**src/rtl/player_motion.sv**
```systemverilog
// Per-frame vertical physics for the player sprite: jump launch, gravity, fall clamp, landing.
// Optional feature: define PLAYER_DOUBLE_JUMP_EN to allow one extra jump per airborne period.
module player_motion #(
  parameter int START_X  = 100,
  parameter int GROUND_Y = 400,
  parameter int SIZE     = 15,
  parameter int JUMP_VEL = -12,
  parameter int GRAVITY  = 1,
  parameter int MAX_FALL = 12
) (
  input  logic       vga_clk,
  input  logic       Reset,
  input  logic       frame_tick,
  input  logic       jump,
  input  logic       halt,
  output logic [9:0] spriteX,
  output logic [9:0] spriteY,
  output logic [9:0] sprite_size,
  output logic       airborne,
  output logic [7:0] vel_y
);

  typedef enum logic [1:0] {
    GROUNDED = 2'd0,
    RISING   = 2'd1,
    FALLING  = 2'd2
  } state_t;

  localparam logic signed [10:0] GY11  = 11'(GROUND_Y);
  localparam logic signed [10:0] JV11  = 11'(JUMP_VEL);
  localparam logic signed [7:0]  LV8   = 8'(JUMP_VEL + GRAVITY);
  localparam logic signed [8:0]  G9    = 9'(GRAVITY);
  localparam logic signed [8:0]  MF9   = 9'(MAX_FALL);

  state_t            state_q, state_d;
  logic signed [10:0] y_q, y_d;
  logic signed [7:0]  v_q, v_d;
  logic               jp_q, jp_d;
`ifdef PLAYER_DOUBLE_JUMP_EN
  logic               used_q, used_d;
`endif

  logic               tick_ok;
  logic               launch;
  logic signed [10:0] v_ext;
  logic signed [8:0]  v_sum;
  logic signed [10:0] y_nx;
  logic signed [7:0]  v_nx;
  state_t             st_nx;

  assign tick_ok = frame_tick && !halt;
  assign v_ext   = {{3{v_q[7]}}, v_q};
  assign v_sum   = {v_q[7], v_q} + G9;

  always_comb begin
    state_d = state_q;
    y_d     = y_q;
    v_d     = v_q;
    jp_d    = jp_q;
`ifdef PLAYER_DOUBLE_JUMP_EN
    used_d  = used_q;
`endif
    launch  = 1'b0;
    y_nx    = y_q + v_ext;
    v_nx    = (v_sum > MF9) ? MF9[7:0] : v_sum[7:0];
    st_nx   = (state_q == RISING && v_nx[7]) ? RISING : FALLING;

    if (tick_ok) begin
      jp_d = jump;
      if (state_q == GROUNDED && jump)
        launch = 1'b1;
`ifdef PLAYER_DOUBLE_JUMP_EN
      if (state_q != GROUNDED && jump && !jp_q && !used_q) begin
        launch = 1'b1;
        used_d = 1'b1;
      end
`endif
      if (launch) begin
        y_nx  = y_q + JV11;
        v_nx  = LV8;
        st_nx = RISING;
      end
      // Launches share the landing/ceiling checks so a tall jump from a low ground clips at 0.
      if (launch || state_q != GROUNDED) begin
        if (y_nx >= GY11) begin
          y_d     = GY11;
          v_d     = '0;
          state_d = GROUNDED;
`ifdef PLAYER_DOUBLE_JUMP_EN
          used_d  = 1'b0;
`endif
        end else if (y_nx[10]) begin
          y_d     = '0;
          v_d     = '0;
          state_d = FALLING;
        end else begin
          y_d     = y_nx;
          v_d     = v_nx;
          state_d = st_nx;
        end
      end
    end
  end

  always_ff @(posedge vga_clk) begin
    if (Reset) begin
      state_q <= GROUNDED;
      y_q     <= GY11;
      v_q     <= '0;
      jp_q    <= 1'b0;
`ifdef PLAYER_DOUBLE_JUMP_EN
      used_q  <= 1'b0;
`endif
    end else begin
      state_q <= state_d;
      y_q     <= y_d;
      v_q     <= v_d;
      jp_q    <= jp_d;
`ifdef PLAYER_DOUBLE_JUMP_EN
      used_q  <= used_d;
`endif
    end
  end

  assign spriteX     = 10'(START_X);
  assign sprite_size = 10'(SIZE);
  assign spriteY     = y_q[9:0];
  assign airborne    = (state_q != GROUNDED);
  assign vel_y       = v_q;

endmodule
```
**config.mk**
```make
export PLATFORM = sky130hd
export DESIGN_NAME = player_motion
export DESIGN_NICKNAME = d
export VERILOG_FILES = /design/src/rtl/player_motion.sv
export SDC_FILE = /design/constraint.sdc
export NUM_CORES = 1
export LEC_CHECK = 0
export ABC_AREA = 1
export CELL_PAD_IN_SITES_DETAIL_PLACEMENT = 1
export CELL_PAD_IN_SITES_GLOBAL_PLACEMENT = 2
export CORE_MARGIN = 2
export CORE_UTILIZATION = 27
export CTS_CLUSTER_SIZE = 30
export DETAILED_ROUTE_END_ITERATION = 12
export PLACE_DENSITY = 0.77
export SLEW_MARGIN = 20
export SYNTH_ARGS = -nofsm -noshare
export SYNTH_HDL_FRONTEND = slang
export SYNTH_SLANG_ARGS = --single-unit
```
**constraint.sdc**
```tcl
create_clock -name vga_clk -period 2.4 [get_ports vga_clk]
set_input_delay 0.24 -clock vga_clk [delete_from_list [all_inputs] [get_ports vga_clk]]
set_output_delay 0.24 -clock vga_clk [all_outputs]
set_load 0.005 [all_outputs]
```
# == Yosys cells after proc, flatten, opt, wreduce, memory -nomap -nowiden ==
# Cells that the tools add are included.
# op_classes
n_eq_ne,1
n_mux,14
add_sub_neg,3
n_lt_le_gt_ge,2
reduce_logical,8
# op_table
op,count
$mux 8,4
$mux 11,2
$mux 10,2
$add 11x5->11 const B,1
$add 11x8->11,1
$ge 11x10->1 const B,1
$add 8x2->9 const B,1
$gt 9x5->1 const B,1
$mux 2,4
$logic_and 1x1->1,3
$eq 2x1->1 const B,1
$logic_not 2->1,1
$mux 1,2
$reduce_and 2->1,1
$reduce_bool 2->1,1
$logic_not 1->1,1
$logic_or 1x1->1,1
# word_totals
reg_bits,21
wordCells,31
output_inout_bits,39
input_bits,5

# == Logic depth before layout (Yosys ltp) ==
# logic_depth
word_depth,8
ltp_mapped,16
depth_no_buf,16

# == Least setup slack after synthesis ==
# OpenSTA, ideal clock, no wires.
# synth_path
path_kind,register to register
startpoint,register v_q[0] (netlist: vel_y[0])
endpoint,register y_q[5]
arrival_ns,1.980
n_path_buf,1
required_time_ns,2.261
period_less_slack_ns,2.119
path_slack_ns,0.281
stages_incl_launch_ff,16
setup_time_ns,0.139
cell_sequence,dfxtp_1 > ha_1 > fa_1 > nand2_1 > nand2_1 > nand3_1 > nand3_1 > nand3_1 > nand2_1 > nor2_2 > nand2_2 > nand2_2 > nand2_2 > buf_6 > nand2_1 > a21oi_2
# synth_via
elab_chain_cells,5
word_cells_on_any_way,6
cone_classes,1 x add/sub; 1 x order compare; 4 x mux
# synth_rtl
element,line_no,rtl
from (decl),37,"logic signed [7:0] v_q, v_d;"
from (signal assigned),117,v_q <= v_d;
$add 11x8->11 *,64,y_nx = y_q + v_ext;
$mux 11 *,78,if (launch) begin
$mux 11 *,68,if (tick_ok) begin
$ge 11x10->1 / $mux 10 (equally long branches),"85, 92",
$mux 10 *,85,if (y_nx >= GY11) begin
to (signal assigned),116,y_q <= y_d;
to (decl),36,"logic signed [10:0] y_q, y_d;"
# Mark *: on every way between the ends. The rest lies on a longest branch, timed or not. The select of a mux whose other input is x is not followed.
# A chain may end at the register's enable or synchronous reset.

# == Final worst setup path ==
# layout_path
startpoint,register v_q[7] (netlist: vel_y[7])
endpoint,register y_q[5]
# The elaborated chain is that of the path after synthesis.

==> key figures <==
Run status
  – Status: complete, no violations

Clock network
  – Worst-Skew Late Latency: 260 ps
  – Num Clock Sinks: 20
  – Num CTS Buffers: 3
  – CTS Buffer Depth: 2
  – CTS tree: built
  – CTS clock-pin slew for the worst setup and hold paths: 80 ps
  – CTS H-tree depth: 1
  – Cts-stage hold buffer count: 0
  – Root buf cell: clkbuf_8

Global routing
  – Total GRT Usage: 0.1629
  – Met1 usage: 0.2190
  – Largest net degree at the start of global routing: 14
  – Vias in the first global route: 2261
  – Initial antenna violation count: 0
  – Grt met2 use: 0.2792
  – Busiest grt layer: met2
  – Gr ovfl total: 0
  – GRT met3 Usage: 0.02006
  – First-pass GRT wire length: 11280 um

Synthesis
  – Mapped Cells: 352
  – Ranking of synthesized cells by area: dfxtp_1, nand2_1, nand3_1
  – Synth async-reset ratio: 0
  – Post-Syn Area: 0.002175 mm^2
  – Most numerous cell in the Yosys netlist: nand2_1
  – Number of unique standard cell types used by synthesis: 34
  – Syn_area_per_cell: 6.178 um^2
  – Main synth FF type: dfxtp_1
  – Seq/Total Area, Yosys: 0.1841
  – Synthesized flop and latch total: 20
  – Number of flops mapped to enable cells by yosys: 0
  – Commonest cells in the netlist: nand2_1, inv_1, nand3_1
  – Top-area cell type share of the netlist area: 0.1841
  – Yosys top cell by area: dfxtp_1
  – Number of synthesis warnings: 0

Cells and area
  – Filler cells: 1030
  – Diodes inserted: 0
  – Nets: 414
  – Area growth syn-to-layout: 23.65%
  – Final core utilization: 0.3462
  – Layout cells sized above 1: 0.1929

Route
  – Via count: 2313
  – Number of remaining DRC errors: 0
  – Routed vias/inst: 4.663
  – Routed Antenna Nets: 0
  – Wire length per cell: 14.07 um
  – Initial DRC Count: 89
  – Routed WL: 6977 um
  – DRT Pass-1 Iters: 4

STA
  – Unrepaired setup endpoints after global routing: false
  – Sum Neg Setup Slack: 0 ps
  – Setup violators final: 0
  – Final Slew Violations: 0
  – Setup WS post-layout: 192.6 ps
  – Hold Fails Final Rpt: 0
  – Final worst-path cycle share: 0.9198
  – Min Tclk post-route: 2207 ps
  – F_max: 453.0 MHz
  – Setup Skew: 6.228 ps

Worst setup path
  – WS Path Type: flop to flop
  – CP Max Fanout: 7
  – Startpoint types: flop
  – Max stage delay on crit path: 390 ps
  – R2R Setup Slk: 190 ps
  – Slowest stage cell, crit path: ha_1
  – Arrival time at the worst endpoint: 2400 ps
  – CP bufs+invs: 1
  – Critical path's most frequent cell: nand2_1
  – Crit-path cells: ha_1 -> nand2_2 -> nor2_2 -> nand3_1 -> nand3_1 -> nand2_1 -> nand2_1 -> nand2_1 -> nand2_4 -> nand2_4 -> buf_4 -> nor2_1 -> nand2_1 -> a21oi_2
  – Delay-heaviest family, CP: simple AND/OR/NAND/NOR gates
  – CP endpoint kind: flop
  – Worst Path Required: 2590 ps

Placement
  – Gpl congestion: 0.8285
  – Port Buffers: 23
  – Post-Place Worst Slack: 35.17 ps
  – Placed wire-length estimate: 5752 um

Die
  – Initial core utilization: 0.2800
  – Number of core rows: 32
  – Die height: 93.75 um
  – # IOs: 44
  – Die X: 93.75 um
  – DIE AREA: 0.008788 mm^2
  – Core outline area: 0.007767 mm^2

Pwr
  – PD cells: 365.9 mW/mm^2
  – Static leakage: 0.001248 uW
  – Peak VDD IR: 0.0001942 V

Job
  – Max Cap Viol: 0

Worst hold path
  – Hold WC Path Type: flop to flop
## sequential cells by signal, indices dropped and copies added, names as in the netlist
name,cells
vel_y,8
y_q,10
state_q,2
## report_power, final
| group | total (uW) | internal, uW | switching [uW] |
|---|---|---|---|
| clock network | 343 | 223 | 120 |
| registers | 349 | 341 | 8.16 |
| logic | 292 | 110 | 182 |
| total | 984 | 673 | 310 |
## worst min-delay path: cells and delay by family, from the launching register on
kind / cells / cell delay (ps)
flip-flops: 1 / 340
AND/OR/NAND/NOR: 1 / 90
AO/OA/AOI/OAI: 1 / 50
## worst paths after layout
kind	start	endpoint	cells past startpoint
hold / removal	y_q[0]	y_q[0]	2
setup / recovery	vel_y[7]	y_q[5]	14
setup reg to reg	vel_y[7]	y_q[5]	14
hold reg to reg	y_q[0]	y_q[0]	2
## layout by cell type (no fill, tap or decap), types with 2 or more instances in the layout
cell,instances
nand4_1,12
a21oi_2,14
nor2_1,23
o21bai_1,2
nand3_2,2
dfxtp_2,3
ha_1,12
nand3_1,33
inv_1,38
a21oi_1,15
or2_2,3
dfxtp_1,17
clkdlybuf4s50_1,23
conb_1,20
nand2_1,105
clkbuf_8,3
buf_4,25
nand2_4,2
nor3_1,2
nand2_2,10
o21ai_0,6
o211ai_1,2
inv_2,2
nor2_2,4
clkinv_1,2
## final cells by class
class | count | area [um^2] | share of cell area
clock buffer | 3 | 41.29 | 0.01536
clock inverter | 1 | 30.03 | 0.01117
inverter | 43 | 165.2 | 0.06142
multi-input combinational | 279 | 1503 | 0.5589
sequential | 20 | 404.1 | 0.1503
tap | 102 | 127.6 | 0.04746
timing repair buffer | 48 | 417.9 | 0.1554
## routing by layer
metal,wire length [um],share of wire
met2,3334,0.48
met3,267,0.038
met1,3285,0.47
met5,0,0
met4,89,0.013
## per-stage QoR
step | instances | area, um^2 | total power [uW] | hold slack (ps)
after floorplan | 370 | 2242 | 559.0 | 498.7
after global placement | 489 | 2560 | 628.5 | 502.1
after detailed placement | 489 | 2560 | 633.9 | 505.6
after CTS | 493 | 2631 | 981.3 | 518.0
after global routing | 496 | 2689 | 1042 | 557.0
final | 496 | 2689 | 983.8 | 521.1
## repair_timing
action                     4_1_cts  5_1_grt
hold endpoints to repair         0        0
resized for setup                0       11
setup endpoints to repair        0       18
buffers inserted                 0        3
## kinds of logic after synthesis
family	share of synthesized area
compound gates	0.1387
other cells	0.003454
flops	0.1841
buf+inv	0.1686
fa+ha+maj	0.08401
simple gates	0.4131
xor+xnor	0.008057
Note: power is estimated with default switching activity, not from simulation.
